===== config.mk =====
export PLATFORM = sky130hd
export DESIGN_NAME = bs_host_if_flat
export DESIGN_NICKNAME = d
export VERILOG_FILES = /design/src/rtl/bs_host_if_if.sv /design/src/rtl/bs_host_if.sv /design/src/flat_wrapper.sv
export SDC_FILE = /design/constraint.sdc
export NUM_CORES = 1
export LEC_CHECK = 0
export CAP_MARGIN = 20
export CORE_ASPECT_RATIO = 1.2
export CORE_MARGIN = 3
export CORE_UTILIZATION = 54
export CTS_BUF_LIST = sky130_fd_sc_hd__clkbuf_8 sky130_fd_sc_hd__clkbuf_16
export DETAILED_ROUTE_END_ITERATION = 10
export PLACE_DENSITY_LB_ADDON = 0.2
export SLEW_MARGIN = 15
export SYNTH_ARGS = -nofsm -noshare
export SYNTH_HDL_FRONTEND = slang
export SYNTH_SLANG_ARGS = --single-unit
export TNS_END_PERCENT = 30

===== constraint.sdc =====
create_clock -name clk -period 7.4 [get_ports clk]
set_clock_uncertainty 0.15 [all_clocks]
set_input_delay 2.22 -clock clk [delete_from_list [all_inputs] [get_ports clk]]
set_output_delay 2.22 -clock clk [all_outputs]
set_load 0.005 [all_outputs]

===== src/rtl/bs_host_if_if.sv =====
// rtl/bs_host_if_if.sv - register bus and processor handshake bundle for bs_host_if
interface bs_host_if_if;
    logic        cs;
    logic        we;
    logic        re;
    logic [2:0]  addr;
    logic [31:0] wdata;
    logic [31:0] rdata;
    logic [3:0]  proc_cmd;
    logic [31:0] proc_constK;
    logic [31:0] proc_const1;
    logic [31:0] proc_const2;
    logic [31:0] proc_const3;
    logic [3:0]  proc_status;
    logic [31:0] proc_dout;

    modport master (
        output cs, we, re, addr, wdata, proc_status, proc_dout,
        input  rdata, proc_cmd, proc_constK, proc_const1, proc_const2, proc_const3
    );

    modport slave (
        input  cs, we, re, addr, wdata, proc_status, proc_dout,
        output rdata, proc_cmd, proc_constK, proc_const1, proc_const2, proc_const3
    );
endinterface


===== src/rtl/bs_host_if.sv =====
// rtl/bs_host_if.sv - host register block sequencing RUN/WAIT/ACK on the Black-Scholes processor
module bs_host_if #(
    parameter int unsigned TIMEOUT_CYCLES = 1048576,
    parameter int unsigned CNT_W          = 21
) (
    input logic         clk,
    input logic         nreset,
    bs_host_if_if.slave bus
);
    localparam logic [CNT_W-1:0] CNT_LAST = CNT_W'(TIMEOUT_CYCLES - 1);
    localparam logic [CNT_W-1:0] CNT_ONE  = CNT_W'(1);

    localparam logic [3:0] CMD_NOP = 4'd0;
    localparam logic [3:0] CMD_RUN = 4'd1;
    localparam logic [3:0] CMD_ACK = 4'd2;

    localparam logic [3:0] PST_IDLE     = 4'd0;
    localparam logic [3:0] PST_RUNNING  = 4'd1;
    localparam logic [3:0] PST_COMPLETE = 4'd2;

    typedef enum logic [1:0] {
        S_IDLE,
        S_RUN,
        S_WAIT,
        S_ACK
    } state_t;

    state_t           state_q, state_d;
    logic [31:0]      k_q, k_d;
    logic [31:0]      c1_q, c1_d;
    logic [31:0]      c2_q, c2_d;
    logic [31:0]      c3_q, c3_d;
    logic [31:0]      result_q, result_d;
    logic [31:0]      rdata_q, rdata_d;
    logic [3:0]       cmd_q, cmd_d;
    logic             busy_q, busy_d;
    logic             done_q, done_d;
    logic             timeout_q, timeout_d;
    logic [CNT_W-1:0] cnt_q, cnt_d;

    logic [31:0] status_word;
    logic [31:0] reg_rd;
    logic        at_limit;
    logic        abort;

    assign status_word = {24'd0, bus.proc_status, 1'b0, timeout_q, done_q, busy_q};

    always_comb begin
        state_d   = state_q;
        k_d       = k_q;
        c1_d      = c1_q;
        c2_d      = c2_q;
        c3_d      = c3_q;
        result_d  = result_q;
        rdata_d   = rdata_q;
        cmd_d     = cmd_q;
        busy_d    = busy_q;
        done_d    = done_q;
        timeout_d = timeout_q;
        cnt_d     = cnt_q;
        abort     = 1'b0;
        at_limit  = (cnt_q == CNT_LAST);

        case (bus.addr)
            3'd0:    reg_rd = k_q;
            3'd1:    reg_rd = c1_q;
            3'd2:    reg_rd = c2_q;
            3'd3:    reg_rd = c3_q;
            3'd5:    reg_rd = status_word;
            3'd6:    reg_rd = result_q;
            default: reg_rd = 32'd0;
        endcase

        // A simultaneous write takes the cycle; rdata keeps its last value.
        if (bus.cs && bus.re && !bus.we) begin
            rdata_d = reg_rd;
        end

        case (state_q)
            S_IDLE: begin
                if (bus.cs && bus.we) begin
                    case (bus.addr)
                        3'd0: k_d  = bus.wdata;
                        3'd1: c1_d = bus.wdata;
                        3'd2: c2_d = bus.wdata;
                        3'd3: c3_d = bus.wdata;
                        3'd4: begin
                            if (bus.wdata[0]) begin
                                state_d   = S_RUN;
                                cmd_d     = CMD_RUN;
                                busy_d    = 1'b1;
                                done_d    = 1'b0;
                                timeout_d = 1'b0;
                                cnt_d     = '0;
                            end else if (bus.wdata[1]) begin
                                done_d    = 1'b0;
                                timeout_d = 1'b0;
                            end
                        end
                        default: ;
                    endcase
                end
            end
            S_RUN: begin
                if (bus.proc_status == PST_RUNNING) begin
                    state_d = S_WAIT;
                    cmd_d   = CMD_NOP;
                    cnt_d   = '0;
                end else if (at_limit) begin
                    abort = 1'b1;
                end else begin
                    cnt_d = cnt_q + CNT_ONE;
                end
            end
            S_WAIT: begin
                if (bus.proc_status == PST_COMPLETE) begin
                    state_d  = S_ACK;
                    cmd_d    = CMD_ACK;
                    result_d = bus.proc_dout;
                    cnt_d    = '0;
                end else if (at_limit) begin
                    abort = 1'b1;
                end else begin
                    cnt_d = cnt_q + CNT_ONE;
                end
            end
            S_ACK: begin
                if (bus.proc_status == PST_IDLE) begin
                    state_d = S_IDLE;
                    cmd_d   = CMD_NOP;
                    busy_d  = 1'b0;
                    done_d  = 1'b1;
                end else if (at_limit) begin
                    abort = 1'b1;
                end else begin
                    cnt_d = cnt_q + CNT_ONE;
                end
            end
            default: begin
                state_d = S_IDLE;
                cmd_d   = CMD_NOP;
                busy_d  = 1'b0;
            end
        endcase

        // Phase exhausted its cycle budget; RESULT is deliberately left alone.
        if (abort) begin
            state_d   = S_IDLE;
            cmd_d     = CMD_NOP;
            busy_d    = 1'b0;
            done_d    = 1'b0;
            timeout_d = 1'b1;
        end
    end

    always_ff @(posedge clk or negedge nreset) begin
        if (!nreset) begin
            state_q   <= S_IDLE;
            k_q       <= '0;
            c1_q      <= '0;
            c2_q      <= '0;
            c3_q      <= '0;
            result_q  <= '0;
            rdata_q   <= '0;
            cmd_q     <= CMD_NOP;
            busy_q    <= 1'b0;
            done_q    <= 1'b0;
            timeout_q <= 1'b0;
            cnt_q     <= '0;
        end else begin
            state_q   <= state_d;
            k_q       <= k_d;
            c1_q      <= c1_d;
            c2_q      <= c2_d;
            c3_q      <= c3_d;
            result_q  <= result_d;
            rdata_q   <= rdata_d;
            cmd_q     <= cmd_d;
            busy_q    <= busy_d;
            done_q    <= done_d;
            timeout_q <= timeout_d;
            cnt_q     <= cnt_d;
        end
    end

    assign bus.rdata       = rdata_q;
    assign bus.proc_cmd    = cmd_q;
    assign bus.proc_constK = k_q;
    assign bus.proc_const1 = c1_q;
    assign bus.proc_const2 = c2_q;
    assign bus.proc_const3 = c3_q;
endmodule


===== src/flat_wrapper.sv =====
// flat-port wrapper written by rule: the top's interface ports become plain ports
module bs_host_if_flat 
#(
    parameter int unsigned TIMEOUT_CYCLES = 1048576,
    parameter int unsigned CNT_W          = 21
)
  (clk, nreset, bus_cs, bus_we, bus_re, bus_addr, bus_wdata, bus_proc_status, bus_proc_dout, bus_rdata, bus_proc_cmd, bus_proc_constK, bus_proc_const1, bus_proc_const2, bus_proc_const3);
  bs_host_if_if bus_i ();
  input logic clk;
  input logic nreset;
  input wire logic [$bits(bus_i.cs)-1:0] bus_cs;
  input wire logic [$bits(bus_i.we)-1:0] bus_we;
  input wire logic [$bits(bus_i.re)-1:0] bus_re;
  input wire logic [$bits(bus_i.addr)-1:0] bus_addr;
  input wire logic [$bits(bus_i.wdata)-1:0] bus_wdata;
  input wire logic [$bits(bus_i.proc_status)-1:0] bus_proc_status;
  input wire logic [$bits(bus_i.proc_dout)-1:0] bus_proc_dout;
  output wire logic [$bits(bus_i.rdata)-1:0] bus_rdata;
  output wire logic [$bits(bus_i.proc_cmd)-1:0] bus_proc_cmd;
  output wire logic [$bits(bus_i.proc_constK)-1:0] bus_proc_constK;
  output wire logic [$bits(bus_i.proc_const1)-1:0] bus_proc_const1;
  output wire logic [$bits(bus_i.proc_const2)-1:0] bus_proc_const2;
  output wire logic [$bits(bus_i.proc_const3)-1:0] bus_proc_const3;
  assign bus_i.cs = bus_cs;
  assign bus_i.we = bus_we;
  assign bus_i.re = bus_re;
  assign bus_i.addr = bus_addr;
  assign bus_i.wdata = bus_wdata;
  assign bus_i.proc_status = bus_proc_status;
  assign bus_i.proc_dout = bus_proc_dout;
  assign bus_rdata = bus_i.rdata;
  assign bus_proc_cmd = bus_i.proc_cmd;
  assign bus_proc_constK = bus_i.proc_constK;
  assign bus_proc_const1 = bus_i.proc_const1;
  assign bus_proc_const2 = bus_i.proc_const2;
  assign bus_proc_const3 = bus_i.proc_const3;
  bs_host_if #(.TIMEOUT_CYCLES(TIMEOUT_CYCLES), .CNT_W(CNT_W)) u_core (.clk(clk), .nreset(nreset), .bus(bus_i));
endmodule

# Yosys cells after proc, flatten, opt, wreduce, memory -nomap -nowiden
# Cells that the tools add are included.
# word_totals
inputBits	76
reg_bits	222
wordCells	103
out_inout_bits	164
# op_classes
addsub	1
n_eq_ne	23
n_reduce_logical	22
n_mux	45
# op_table
cell	n
$pmux W32 S6	1
$mux W21	7
$pmux W21 S4	1
$mux W4	7
$add A21 B1 Y21 const B	1
$eq A21 B20 Y1 const B	1
$mux W1	17
$pmux W4 S4	1
$mux W2	7
$ne A3 B1 Y1 const B	4
$reduce_and A3 Y1	4
$reduce_and A5 Y1	2
$eq A3 B3 Y1 const B	3
$pmux W2 S4	1
$reduce_and A4 Y1	2
$eq A3 B2 Y1 const B	2
$ne A2 B2 Y1 const B	3
$ne A3 B2 Y1 const B	2
$reduce_and A6 Y1	1
$reduce_bool A2 Y1	3
$reduce_bool A3 Y1	2
$eq A2 B2 Y1 const B	2
$eq A4 B1 Y1 const B	1
$eq A4 B2 Y1 const B	1
other kinds (12)	15

# Logic depth before layout (Yosys ltp)
# depth
ltp_word	6
depth_mapped	9
mapped_depth_nobuf	7

# Worst setup path before layout
# OpenSTA, ideal clock, no wires.
# synth_timing
path_type	input to register
start	input bus_addr[0]
end	register u_core.c1_q[21] (netlist: u_core.bus.proc_const1[21])
required_ns	7.125
t_arrival_ns	3.871
cell_stages	5
path_buffers	3
slack_ns	3.255
path_cell_list	buf_2 > clkbuf_1 > nor3b_1 > clkbuf_1 > mux2_2
# synth_via
elab_chain_len	2
# synth_rtl
element	line	source
start, declared	flat_wrapper.sv:14	input wire logic [$bits(bus_i.addr)-1:0] bus_addr;
$eq A3 B1 Y1	bs_host_if.sv:82	case (bus.addr)
$reduce_and A3 Y1 (no source line)	-	
end signal, assigned	bs_host_if.sv:160	c1_q <= '0;
end signal, assigned	bs_host_if.sv:173	c1_q <= c1_d;
end, declared	bs_host_if.sv:30	logic [31:0] c1_q, c1_d;
# No other way between the ends.
# A chain may end at the register's enable or synchronous reset.

# Worst setup path in the final report
# layout_timing
start	input bus_addr[2]
end	register u_core.cnt_q[7]
# layout_via
elab_chain_len	3
# layout_rtl
element	line	source
$eq A3 B3 Y1	bs_host_if.sv:82	
$ne A2 B2 Y1 (no source line)	-	
$reduce_and A4 Y1 (no source line)	-	
end signal, assigned	bs_host_if.sv:182	cnt_q <= cnt_d;
end, declared	bs_host_if.sv:39	logic [CNT_W-1:0] cnt_q, cnt_d;
# No other way between the ends.

==> impl_results.md <==
* I/O Buffers at 237
* CTS tree: done
* Area overhead of the layout relative to synthesis at 34.3%
* Global-route congestion overflow total at 0
* Number of warnings issued by yosys at 0
* Fin crit period at 4.55 ns
* Final routed wirelength across all metal layers at 28400 um
* Final count of pins violating max slew at 0
* Library cell with the largest summed area after synthesis: sky130_fd_sc_hd__dfrtp_1
* Weighted congestion at the end of routability-driven global placement at 0.866
* Clock-pin slew of the registers on the worst-case setup and hold paths at 0.06 ns
* Slew at the pin with the worst max-slew slack at 1.09 ns
* Worst-case clock buffer depth at 3
* Pin count of the biggest net entering global routing at 187
* Final Instance Area at 13600 um2
* Path type of the worst setup path: in2reg
* Cell count after synthesis at 785
* Overall track demand over capacity in global routing at 27.7%
* Longest individual stage delay on the worst path at 0.73 ns
* Number of gates resized after cts at 0
* Xor and xnor area share after synthesis at 0.173%
* Cells traversed along the worst timing path: buf_2 > buf_4 > nand2_1 > o41ai_2 > o211ai_2 > or4_2 > a21oi_1
* Final antenna-violating net count at 0
* Type of element launching the critical path: primary input
* Synthesized-area fraction occupied by and/or/nand/nor cells at 7.89%
* Data required, critical path at 7.67 ns
* Power share of the combinational group at 33.9%
* Via count at 7709
* Net switching power at 0.00138 W
* Tcrit/Tclk final at 61.5%
* Most frequent cells in the layout: sky130_fd_sc_hd__clkdlybuf4s50_1 (233), sky130_fd_sc_hd__dfrtp_1 (220), sky130_fd_sc_hd__mux2_2 (176), sky130_fd_sc_hd__nand2_1 (41), sky130_fd_sc_hd__o21ai_0 (26)
* PwrDens at 349 nW/um2
* Total negative slack at 0 ns
* Post-layout total power at 0.00474 W
* Wire length of the first global-routing pass at 44000 um
* Horizontal extent of the die at 131 um
* Per-instance average area after synthesis at 12.9 um2
* Cell Area, Synth at 10100 um2
* Endpoint arrival time on the critical path at 4.82 ns
* Main area contributors after synthesis: sky130_fd_sc_hd__dfrtp_1 (54%), sky130_fd_sc_hd__mux2_2 (20%), sky130_fd_sc_hd__mux4_2 (2.9%), sky130_fd_sc_hd__a22oi_1 (1.8%), sky130_fd_sc_hd__mux2i_1 (1.6%)
* Portion of total power attributed to sequential cells at 40.4%
* # rows at 54
* Clock sinks at 220
* Max Freq at 0.220 GHz
* Switching share of total power at 29.2%
* Library cells used by synthesis at 61
* Final Util at 74.2%
* Class of the worst hold path: reg2reg
* Dpl cell area at 12800 um2
* FFs w/ async S/R, synth at 100%
* Number of detailed-route iterations in the first pass at 5
* Full die area at 20400 um2
* Crit end category: flip-flop
* Result of the run: completed
* CTS H-tree depth at 1
* Skew-Pair Late Insertion Delay at 0.51 ns
* Number of buffers created by CTS at 23
* Via count of the first global-routing pass at 7925
* Clock share of power at 25.6%
* Per-cell routed wire length at 22.2 um
* Slew HR at 27.3%
* Count of flip-flops with a built-in enable after synthesis at 0
* Post-detail-place hpwl at 19200 um
* Setup violations, final at 0
* RSZ-0062 raised after global routing: no
* DRC marker count from the first detailed-route iteration at 518
* DRC violations left at 0
* Dominant combinational cell family by area after synthesis: multiplexers
* Static Leakage at 5.90 nW
* Share of synthesized area spent on multiplexers at 24.1%
* Root Buffer Master: sky130_fd_sc_hd__clkbuf_16
* Cell-internal power at 0.00336 W
* Leading cell type in the layout, fill and taps excluded: sky130_fd_sc_hd__clkdlybuf4s50_1
* Chip height at 156 um
* Fillcell total at 1274
* Core Footprint at 18300 um2
* Share of the synthesized area in the top cell type at 54.4%
* Post-DR vias/cell at 6.02
* Worst ir drop on vdd at 261 uV
* Initial antenna violation count at 1
* Share of final-layout standard cells stronger than drive strength 1 at 25.6%
* Num ports at 240
* Total setup buffers inserted after CTS at 0
* Complex-gate fraction of the synthesized area at 10.2%
* Initial Util at 55.2%
* Sequential cell area fraction in the yosys report at 54.4%
* Maximum Capacitance Violations at 0
* Post-cts hold buffer count at 0
* Final hold violation count at 0
* Crit path max fanout at 51
* Slowest CP cell: sky130_fd_sc_hd__or4_2
* Top flip-flop cell by instance count after synthesis: sky130_fd_sc_hd__dfrtp_1
* Count of nets after finishing at 1093
* Adder-cell share of the synthesized area at 0.866%
* #FFs+latches synth at 220
[state kept, by name (all words and copies together) (netlist names)]
| name | flops |
|---|---|
| u_core.result_q | 32 |
| u_core.bus.proc_cmd | 2 |
| u_core.bus.proc_const2 | 32 |
| u_core.done_q | 1 |
| u_core.busy_q | 1 |
| u_core.state_q | 2 |
| u_core.cnt_q | 21 |
| u_core.timeout_q | 1 |
| u_core.bus.proc_const1 | 32 |
| u_core.bus.proc_const3 | 32 |
| u_core.bus.proc_constK | 32 |
| u_core.bus.rdata | 32 |
[power by group through the flow]
stage / clock, W / combinational [W] / sequential (W)
6_report: 0.00121 / 0.00161 / 0.00192
5_1_grt: 0.00128 / 0.00174 / 0.00197
4_1_cts: 0.00123 / 0.00162 / 0.00192
3_5_place_dp: 0 / 0.00161 / 0.00193
3_3_place_gp: 0 / 0.00157 / 0.00191
2_1_floorplan: 0 / 0.000730 / 0.00187
[layout make-up]
cell class                      instances  area (um2)  area share [%]
Inverter                                5        18.8           0.138
Clock inverter                         13         158            1.16
Tap cell                              252         315            2.32
Multi-Input combinational cell        511        4420            32.5
Timing Repair Buffer                  249        2510            18.5
Clock buffer                           29         658            4.84
Antenna cell                            1        2.50          0.0184
Sequential cell                       220        5510            40.5
[synthesized netlist by cell type, types with 3 or more instances]
cell type,number
sky130_fd_sc_hd__o22ai_1,16
sky130_fd_sc_hd__nand3_1,10
sky130_fd_sc_hd__clkbuf_1,34
sky130_fd_sc_hd__a21oi_1,24
sky130_fd_sc_hd__nor3_1,7
sky130_fd_sc_hd__nor4_1,4
sky130_fd_sc_hd__inv_1,5
sky130_fd_sc_hd__a31oi_1,3
sky130_fd_sc_hd__mux2_2,176
sky130_fd_sc_hd__o31ai_1,6
sky130_fd_sc_hd__and2_1,3
sky130_fd_sc_hd__o21a_1,5
sky130_fd_sc_hd__nand2b_1,4
sky130_fd_sc_hd__mux4_2,13
sky130_fd_sc_hd__nor2_1,22
sky130_fd_sc_hd__a211oi_1,3
sky130_fd_sc_hd__buf_2,4
sky130_fd_sc_hd__dfrtp_1,220
sky130_fd_sc_hd__or3_1,7
sky130_fd_sc_hd__nand4_1,7
sky130_fd_sc_hd__buf_4,3
sky130_fd_sc_hd__buf_1,7
sky130_fd_sc_hd__mux2i_1,16
sky130_fd_sc_hd__nor3b_1,6
sky130_fd_sc_hd__a22o_1,17
sky130_fd_sc_hd__nor2b_1,14
sky130_fd_sc_hd__o21ai_0,26
sky130_fd_sc_hd__a22oi_1,24
sky130_fd_sc_hd__or4_1,9
sky130_fd_sc_hd__nand2_1,41
sky130_fd_sc_hd__nand3b_1,3
sky130_fd_sc_hd__o211ai_1,4
sky130_fd_sc_hd__ha_1,7
[worst paths after layout]
kind                                                  start                                     end  slack (ns)  cells after the start
min in group asynchronous                            nreset         u_core.result_q[25]$_DFFE_PN0P_        1.42                      1
setup / recovery                                bus_addr[2]             u_core.cnt_q[7]$_DFFE_PN0P_        2.85                      7
hold / removal             u_core.bus.rdata[18]$_DFFE_PN0P_        u_core.bus.rdata[18]$_DFFE_PN0P_        0.33                      2
hold reg to reg            u_core.bus.rdata[18]$_DFFE_PN0P_        u_core.bus.rdata[18]$_DFFE_PN0P_        0.33                      2
max in group asynchronous                            nreset  u_core.bus.proc_const1[11]$_DFFE_PN0P_        4.39                      2
setup reg to reg              u_core.state_q[0]$_DFFE_PN0P_  u_core.bus.proc_constK[12]$_DFFE_PN0P_        4.38                      6
[metal layers]
layer / routed length, um / track usage (%)
met5: 0 / 0
met4: 1190 / 11.6
met3: 1860 / 5.10
met2: 13900 / 45.3
met1: 11500 / 36.6
[kinds of logic after synthesis]
kind of cell / Yosys count
multiplexers: 205
XOR/XNOR: 2
buffers and inverters: 55
AO/OA/AOI/OAI: 148
other: 1
adder cells (fa/ha/maj): 7
flip-flops: 220
AND/OR/NAND/NOR: 147
[worst max-delay path, delay by kind of cell]
family,cells,cell delay (ns)
and+or+nand+nor,2,0.90
AOI/OAI and AO/OA,3,1.05
buffers and inverters,2,0.63
[stage by stage]
stage | worst slack, ns | hold slack, ns | instances
2_1_floorplan | 3.25 | 0.318 | 786
5_1_grt | 2.68 | 0.356 | 1280
3_3_place_gp | 2.41 | 0.310 | 1234
6_report | 2.85 | 0.330 | 1280
4_1_cts | 2.90 | 0.335 | 1279
3_5_place_dp | 2.36 | 0.321 | 1237
No activity file was read; power rests on OpenSTA's default activity.
